## src/rtl/rom_read_arbiter.sv

```systemverilog
// rom_read_arbiter
//   Shares one combinational ROM read port between two burst requesters.
//   Bursts are granted round-robin; the arbiter walks the ROM address for
//   the granted burst, registers each ROM word and returns it to the owner
//   with a per-requester valid strobe and a done pulse on the last word.
//
// Ports:
//   clk, rst_n            clock, synchronous active-low reset
//   req0/addr0/len0       requester 0 burst request, start address, length-1
//   req1/addr1/len1       requester 1 burst request, start address, length-1
//   ack0, ack1            one-cycle burst-accepted pulses
//   rd_valid0, rd_valid1  rd_data carries a word for requester 0 / 1
//   done0, done1          asserted with the last word of a burst
//   rd_data               registered ROM word (shared by both requesters)
//   busy                  high while a burst is being read
//   rom_addr, rom_en      ROM address and enable
//   rom_data              combinational ROM output
module rom_read_arbiter #(
    parameter int ADDR_W = 4,
    parameter int DATA_W = 8,
    parameter int LEN_W  = 4
) (
    input  logic              clk,
    input  logic              rst_n,
    input  logic              req0,
    input  logic [ADDR_W-1:0] addr0,
    input  logic [LEN_W-1:0]  len0,
    input  logic              req1,
    input  logic [ADDR_W-1:0] addr1,
    input  logic [LEN_W-1:0]  len1,
    output logic              ack0,
    output logic              ack1,
    output logic              rd_valid0,
    output logic              rd_valid1,
    output logic              done0,
    output logic              done1,
    output logic [DATA_W-1:0] rd_data,
    output logic              busy,
    output logic [ADDR_W-1:0] rom_addr,
    output logic              rom_en,
    input  logic [DATA_W-1:0] rom_data
);

    typedef enum logic {
        IDLE = 1'b0,
        READ = 1'b1
    } state_t;

    localparam logic [ADDR_W-1:0] ADDR_ONE = ADDR_W'(1);
    localparam logic [LEN_W-1:0]  CNT_ONE  = LEN_W'(1);

    state_t            state;
    state_t            next_state;
    logic              owner;
    logic              last_gnt;
    logic [ADDR_W-1:0] cur_addr;
    logic [LEN_W-1:0]  cnt;

    logic              gnt_valid;
    logic              winner;

    // State register
    always_ff @(posedge clk) begin
        if (!rst_n) begin
            state <= IDLE;
        end else begin
            state <= next_state;
        end
    end

    // Next-state logic and round-robin arbitration.
    // With both requests pending, the requester that did not win last time
    // is chosen; last_gnt resets to 1 so requester 0 wins first.
    always_comb begin
        gnt_valid  = req0 | req1;
        winner     = (req0 && req1) ? ~last_gnt : req1;
        next_state = state;
        case (state)
            IDLE: if (gnt_valid) next_state = READ;
            READ: if (cnt == '0) next_state = IDLE;
            default: next_state = IDLE;
        endcase
    end

    // Output logic
    always_comb begin
        busy     = (state == READ);
        rom_en   = (state == READ);
        rom_addr = cur_addr;
    end

    // Datapath and registered strobes
    always_ff @(posedge clk) begin
        if (!rst_n) begin
            owner     <= 1'b0;
            last_gnt  <= 1'b1;
            cur_addr  <= '0;
            cnt       <= '0;
            ack0      <= 1'b0;
            ack1      <= 1'b0;
            rd_valid0 <= 1'b0;
            rd_valid1 <= 1'b0;
            done0     <= 1'b0;
            done1     <= 1'b0;
            rd_data   <= '0;
        end else begin
            ack0      <= 1'b0;
            ack1      <= 1'b0;
            rd_valid0 <= 1'b0;
            rd_valid1 <= 1'b0;
            done0     <= 1'b0;
            done1     <= 1'b0;
            case (state)
                IDLE: begin
                    if (gnt_valid) begin
                        owner    <= winner;
                        last_gnt <= winner;
                        cur_addr <= winner ? addr1 : addr0;
                        cnt      <= winner ? len1 : len0;
                        ack0     <= ~winner;
                        ack1     <= winner;
                    end
                end
                READ: begin
                    rd_data   <= rom_data;
                    rd_valid0 <= ~owner;
                    rd_valid1 <= owner;
                    cur_addr  <= cur_addr + ADDR_ONE;
                    if (cnt == '0) begin
                        done0 <= ~owner;
                        done1 <= owner;
                    end else begin
                        cnt <= cnt - CNT_ONE;
                    end
                end
                default: ;
            endcase
        end
    end

endmodule
```

## config.mk

```make
export PLATFORM = sky130hd
export DESIGN_NAME = rom_read_arbiter
export DESIGN_NICKNAME = d
export VERILOG_FILES = /design/src/rtl/rom_read_arbiter.sv
export SDC_FILE = /design/constraint.sdc
export NUM_CORES = 1
export LEC_CHECK = 0
export BUFFER_PORTS_ARGS = -buffer_cell sky130_fd_sc_hd__buf_2
export CAP_MARGIN = 20
export CORE_ASPECT_RATIO = 1.75
export CORE_MARGIN = 1
export CORE_UTILIZATION = 40
export DETAILED_ROUTE_END_ITERATION = 10
export PLACE_DENSITY = 0.67
export SYNTH_ARGS = -nofsm -noshare
export SYNTH_HDL_FRONTEND = slang
export SYNTH_SLANG_ARGS = --single-unit
```

## constraint.sdc

```tcl
create_clock -name clk -period 2.69 [get_ports clk]
set_input_delay 0.269 -clock clk [delete_from_list [all_inputs] [get_ports clk]]
set_output_delay 0.269 -clock clk [all_outputs]
set_load 0.01 [all_outputs]
```

==> results.py, run 1 <==
metrics = {
    "outcome": {
        "outcome": "completed",
    },
    "global_route": {
        "first_global_vias": 1067,
        "grt_usage_pct": 17.4,
        "grt_pass1_wl_um": 4550,
        "overflow": 0,
        "antenna_found_initial": 0,
        "grtUsageMet1_pct": 20.5,
        "met3_usage_pct": 2.84,
        "grt_start_max_net_pins": 21,
        "gr-usage-met2_pct": 29.7,
        "top_usage_layer": "met2",
    },
    "setup_path": {
        "crit_path_start_kind": "flop",
        "cp_max_fo": 20,
        "rr_endpoint": "cnt[0]",
        "end_kind": "flop",
        "crit_slowest_cell": "dfxtp_1",
        "cp.buffers_inverters": 0,
        "ff2ff_path_depth": 3,
        "crit_type": "flop to flop",
        "startpoint": "busy",
        "r2r-start": "busy",
        "cp_cell_sequence": "nor4bb_4 -> a211oi_1 -> a221oi_2",
        "cpPeakStageDelay_ns": 0.77,
        "critPathRequiredTime_ns": 2.87,
        "cp_top_family": "flip-flops",
        "cp.depth": 3,
        "cp-endpoint": "cnt[0]",
        "critical_path_arrival_ns": 1.80,
        "r2r_slack_ns": 1.07,
    },
    "detailed_routing": {
        "first_pass_iters": 4,
        "via_per_inst": 4.98,
        "ant_nets": 0,
        "avgRoutedWirePerCell_um": 12.5,
        "drtIter0Drc": 18,
        "drt-total-wl_um": 2710,
        "routed-via-count": 1075,
        "drc": 0,
    },
    "synth": {
        "synth_area_per_cell_um2": 9.56,
        "yosysTopAreaCellShare_pct": 40.0,
        "postSynth.asyncResetShare_pct": 0,
        "yosys.cell_types.count": 42,
        "synth_seq_cells": 25,
        "syn-num-nets": 162,
        "ys.flop_type": "dfxtp_1",
        "synth_edf_count": 0,
        "synthesis.area_mm2": 0.00125,
        "synthTopCellsByCount": "dfxtp_1 (25), nor2_1 (16), nand2_1 (12)",
        "synth_top_area_cell": "dfxtp_1",
        "synth_most_common_cell": "dfxtp_1",
        "synth_area_leaders": "dfxtp_1 (40%), mux2i_1 (8.8%), nor2_1 (4.8%)",
        "syn-instance-count": 131,
        "seq_area_frac_synth_pct": 40.0,
        "synth.yosys.warnings": 0,
    },
    "timing": {
        "hold_violations": 0,
        "skew_ns": 0.00118,
        "period_share_pct": 60.3,
        "worst_pin_slew_ns": 0.687,
        "fmax_ghz": 0.617,
        "rsz0062_at_grt": "no",
        "slew_violations": 0,
        "post-route-min-period_ns": 1.62,
        "setup_slack_ns": 1.07,
        "setup_violations": 0,
        "setup-tns-final_ns": 0,
        "slew_headroom_pct": 54.2,
    },
    "place": {
        "post-place-ws_ns": 1.07,
        "hpwl_um": 2090,
        "dpl_cell_area_mm2": 0.00147,
        "port_buffers": 47,
        "gp_congestion": 0.846,
    },
    "floorplan": {
        "core_region_area_mm2": 0.00296,
        "rows": 26,
        "die_w_um": 44.3,
        "io_pins": 48,
        "fp.dieH_um": 76.0,
        "initial_utilization_pct": 42.3,
        "dieArea_mm2": 0.00337,
    },
    "cells_and_area": {
        "design_area_mm2": 0.00152,
        "regArea_um2": 500,
        "diodes": 0,
        "multi_input_area_um2": 649,
        "area_growth_pct": 21.1,
        "finalNetCount": 206,
        "drive_gt1_share_pct": 33.9,
        "utilization_pct": 51.2,
        "fill_cells": 291,
    },
    "clock_network": {
        "clkLatencyLatePin_ns": 0.26,
        "h-tree-depth": 1,
        "cts_buffers": 3,
        "cts_setup_buffers": 0,
        "cts_tree": "yes",
        "cts_hold_buf": 0,
        "cts_resized": 0,
        "clk_pin_slew_ns": 0.08,
        "cts.path.max_buffers": 2,
        "cts-root-buf": "clkbuf_8",
        "cts_num_sinks": 25,
    },
    "power": {
        "total_leakage_power_nw": 0.737,
        "max-vdd-ir-drop_mv": 0.374,
        "power.total_w": 0.000921,
        "powerDensity_mw_per_mm2": 608,
    },
    "job": {
        "maxCapViolations": 0,
    },
    "worst_hold_path": {
        "hold_class": "input port to flop",
    },
}
==> flip-flops by register name, summed over array words and instances, names as in the netlist <==
name / count
rd_data: 8
cnt: 4
rom_addr: 4
ack0: 1
ack1: 1
busy: 1
done0: 1
done1: 1
last_gnt: 1
owner: 1
rd_valid0: 1
rd_valid1: 1
==> stage by stage <==
stage,hold WS (ns),cells
after global placement,0.455,212
after floorplan,0.416,131
after CTS,0.239,216
after detailed placement,0.459,212
final,0.242,216
after global routing,0.265,216
==> worst min path at each step <==
stage	depth (start not counted)	slack [ns]	end	from
floorplan	2	0.42	rd_data[0]	rom_data[0]
global placement	1	0.46	done0	owner
detailed placement	1	0.46	rd_valid0	owner
CTS	3	0.24	rd_data[3]	rom_data[3]
global route	3	0.26	rd_data[1]	rom_data[1]
finish	3	0.24	rd_data[3]	rom_data[3]
==> cells by family (layout without fill, tap and decap cells) <==
logic type	after synthesis	after routing	synth area share (%)
buffers and inverters	16	59	8.19
adders and majority gates	3	3	3.00
xor gates and xnor gates	2	2	1.40
muxes	11	11	8.79
and+or+nand+nor	52	52	23.3
AOI/OAI and AO/OA	22	22	15.4
DFF	25	25	40.0
==> final cells by class <==
cell class,instances,area share [%]
timing repair buffer,48,16.0
sequential,25,33.0
tap,42,3.47
clock buffer,4,2.97
multi-input combinational,90,42.8
inverter,7,1.73
==> cells in the final DEF, fill, tap and decap left out, types with 2 or more instances in the layout <==
cell      instances
a32oi_1           2
dfxtp_1          25
a311o_1           2
o211ai_1          2
mux2i_1          11
nor2b_1           4
inv_1             7
nor3_1            4
and3_1            2
o31ai_1           2
o22ai_1           2
nor2_1           16
buf_2            47
a221oi_2          2
xor2_1            2
clkbuf_8          3
ha_1              3
nand2_1          12
nand2b_1          2
nand3_1           2
==> power by group <==
group / total, W / internal [W] / switching (W)
clock: 0.000214 / 0.000106 / 0.000108
sequential: 0.000457 / 0.000412 / 0.0000446
combinational: 0.000251 / 0.000125 / 0.000126
total: 0.000921 / 0.000643 / 0.000279
==> worst min-delay path, cell delays in order <==
cell and delay (ns):
buf_2 0.08, mux2i_1 0.05, nor2_1 0.07
==> metal layers <==
layer	share of wire, %	wire (um)
met5	0	0
met4	1.3	36
met3	4.9	133
met2	52	1420
met1	41	1120
(Power assumes the default switching activity.)
==> run 2, diff against run 1 <==
clock period = 1.6 ns   (was 2.69 ns; I/O delays follow)
==> results.py, run 2 (synthesized netlist as in run 1, its figures left out) <==
metrics = {
    "outcome": {
        "outcome": "completed",
    },
    "place": {
        "gp_congestion": 0.769,
        "port_buffers": 47,
        "hpwl_um": 2190,
    },
    "global_route": {
        "grt_pass1_wl_um": 4660,
        "grtUsageMet1_pct": 18.8,
        "first_global_vias": 1078,
        "antenna_found_initial": 0,
        "top_usage_layer": "met2",
        "grt_start_max_net_pins": 17,
        "grt_usage_pct": 18.1,
        "gr-usage-met2_pct": 32.2,
        "overflow": 0,
        "met3_usage_pct": 2.84,
    },
    "setup_path": {
        "startpoint": "cnt[0]",
        "cp-endpoint": "cnt[0]",
        "cp_cell_sequence": "inv_1 -> ha_1 -> nor4bb_4 -> or2_1 -> a221oi_2",
        "r2r-start": "cnt[0]",
        "crit_path_start_kind": "flop",
        "r2r_slack_ns": 0.07,
        "cp_max_fo": 5,
        "cpPeakStageDelay_ns": 0.38,
        "crit_slowest_cell": "dfxtp_1",
        "rr_endpoint": "cnt[0]",
        "end_kind": "flop",
        "ff2ff_path_depth": 5,
        "critical_path_arrival_ns": 1.72,
        "critPathRequiredTime_ns": 1.79,
        "crit_type": "flop to flop",
    },
    "power": {
        "powerDensity_mw_per_mm2": 1030,
        "total_leakage_power_nw": 0.750,
        "max-vdd-ir-drop_mv": 0.469,
    },
    "cells_and_area": {
        "most-common-layout-cells": "buf_2 (47), dfxtp_1 (25), nor2_1 (16)",
        "largest_reg_flops": 8,
        "finalNetCount": 208,
        "top_register": "rd_data",
        "area_growth_pct": 22.4,
        "layout_commonest_cell": "buf_2",
        "drive_gt1_share_pct": 35.2,
        "diodes": 0,
    },
    "clock_network": {
        "cts-root-buf": "clkbuf_8",
        "clkLatencyLatePin_ns": 0.27,
        "cts.path.max_buffers": 2,
        "cts_hold_buf": 0,
        "cts_buffers": 3,
        "h-tree-depth": 1,
        "clk_pin_slew_ns": 0.09,
        "cts_resized": 0,
        "cts_num_sinks": 25,
        "cts_tree": "yes",
    },
    "timing": {
        "setup_violations": 0,
        "worst_pin_slew_ns": 0.384,
        "slew_headroom_pct": 74.4,
        "hold_violations": 0,
        "rsz0062_at_grt": "no",
        "fmax_ghz": 0.653,
        "skew_ns": 0.00345,
        "post-route-min-period_ns": 1.53,
        "whs_ns": 0.120,
        "setup-tns-final_ns": 0,
        "slew_violations": 0,
        "period_share_pct": 95.8,
    },
    "detailed_routing": {
        "via_per_inst": 5.13,
        "drc": 0,
        "routed-via-count": 1118,
        "drtIter0Drc": 18,
        "ant_nets": 0,
        "avgRoutedWirePerCell_um": 13.3,
        "first_pass_iters": 4,
        "drt-total-wl_um": 2900,
    },
    "floorplan": {
        "core_region_area_mm2": 0.00296,
        "fp.dieH_um": 76.0,
        "die_w_um": 44.3,
        "io_pins": 48,
        "dieArea_mm2": 0.00337,
        "rows": 26,
        "initial_utilization_pct": 42.3,
    },
    "job": {
        "maxCapViolations": 0,
    },
    "worst_hold_path": {
        "hold_class": "input port to flop",
        "min_from": "rom_data[4]",
    },
}
[run 2: worst min path at each step]
stage / endpoint / slack, ns / cells past startpoint
floorplan: rd_data[0] / 0.31 / 2
global placement: rd_data[2] / 0.39 / 3
detailed placement: rd_data[6] / 0.41 / 3
CTS: rd_data[4] / 0.12 / 3
global route: rd_data[0] / 0.13 / 3
finish: rd_data[4] / 0.12 / 3
[run 2: what timing repair did]
item | CTS | global route
setup endpoints to repair | 0 | 2
endpoints found under the hold margin | 0 | 0
setup buffers | 0 | 0
[run 2: cell type report]
cell class                 instances  area (um2)
clock inverter                     1        5.00
clock buffer                       3        41.3
inverter                           7        26.3
sequential                        25         500
timing repair buffer              50         258
tap                               42        52.6
fill                             303        1430
multi-input combinational         90         649
[run 2: power by group]
group / leakage, nW / switching [W] / internal [W]
clock: 0.0255 / 0.000203 / 0.000174
sequential: 0.206 / 0.0000630 / 0.000693
combinational: 0.518 / 0.000231 / 0.000219
total: 0.750 / 0.000497 / 0.00109
[run 2: worst max-delay path, delay by kind of cell, from the launching register on]
family                     cells  cell delay, ns
adders and majority gates      1            0.25
DFF                            1            0.38
AOI/OAI and AO/OA              1            0.26
and+or+nand+nor                2            0.45
buffers and inverters          1            0.11
[run 2: per-layer routing]
layer | wire [um] | vias up | part of all wire, %
met3 | 117 | 9 | 4.0
li1 | - | 550 | -
met5 | 0 | - | 0
met2 | 1540 | 41 | 53
met1 | 1170 | 518 | 40
met4 | 74 | 0 | 2.6
[run 2: metrics by stage]
stage	setup slack [ns]	total power [W]	instance area, um2	util [%]	cells
after floorplan	0.223	0.00109	1250	-	131
after global placement	0.193	0.00119	1490	50.2	214
after detailed placement	0.0416	0.00122	1490	50.2	214
after CTS	0.0167	0.00159	1530	51.8	218
after global routing	0.00390	0.00167	1530	51.8	218
final	0.0679	0.00158	1530	51.8	218
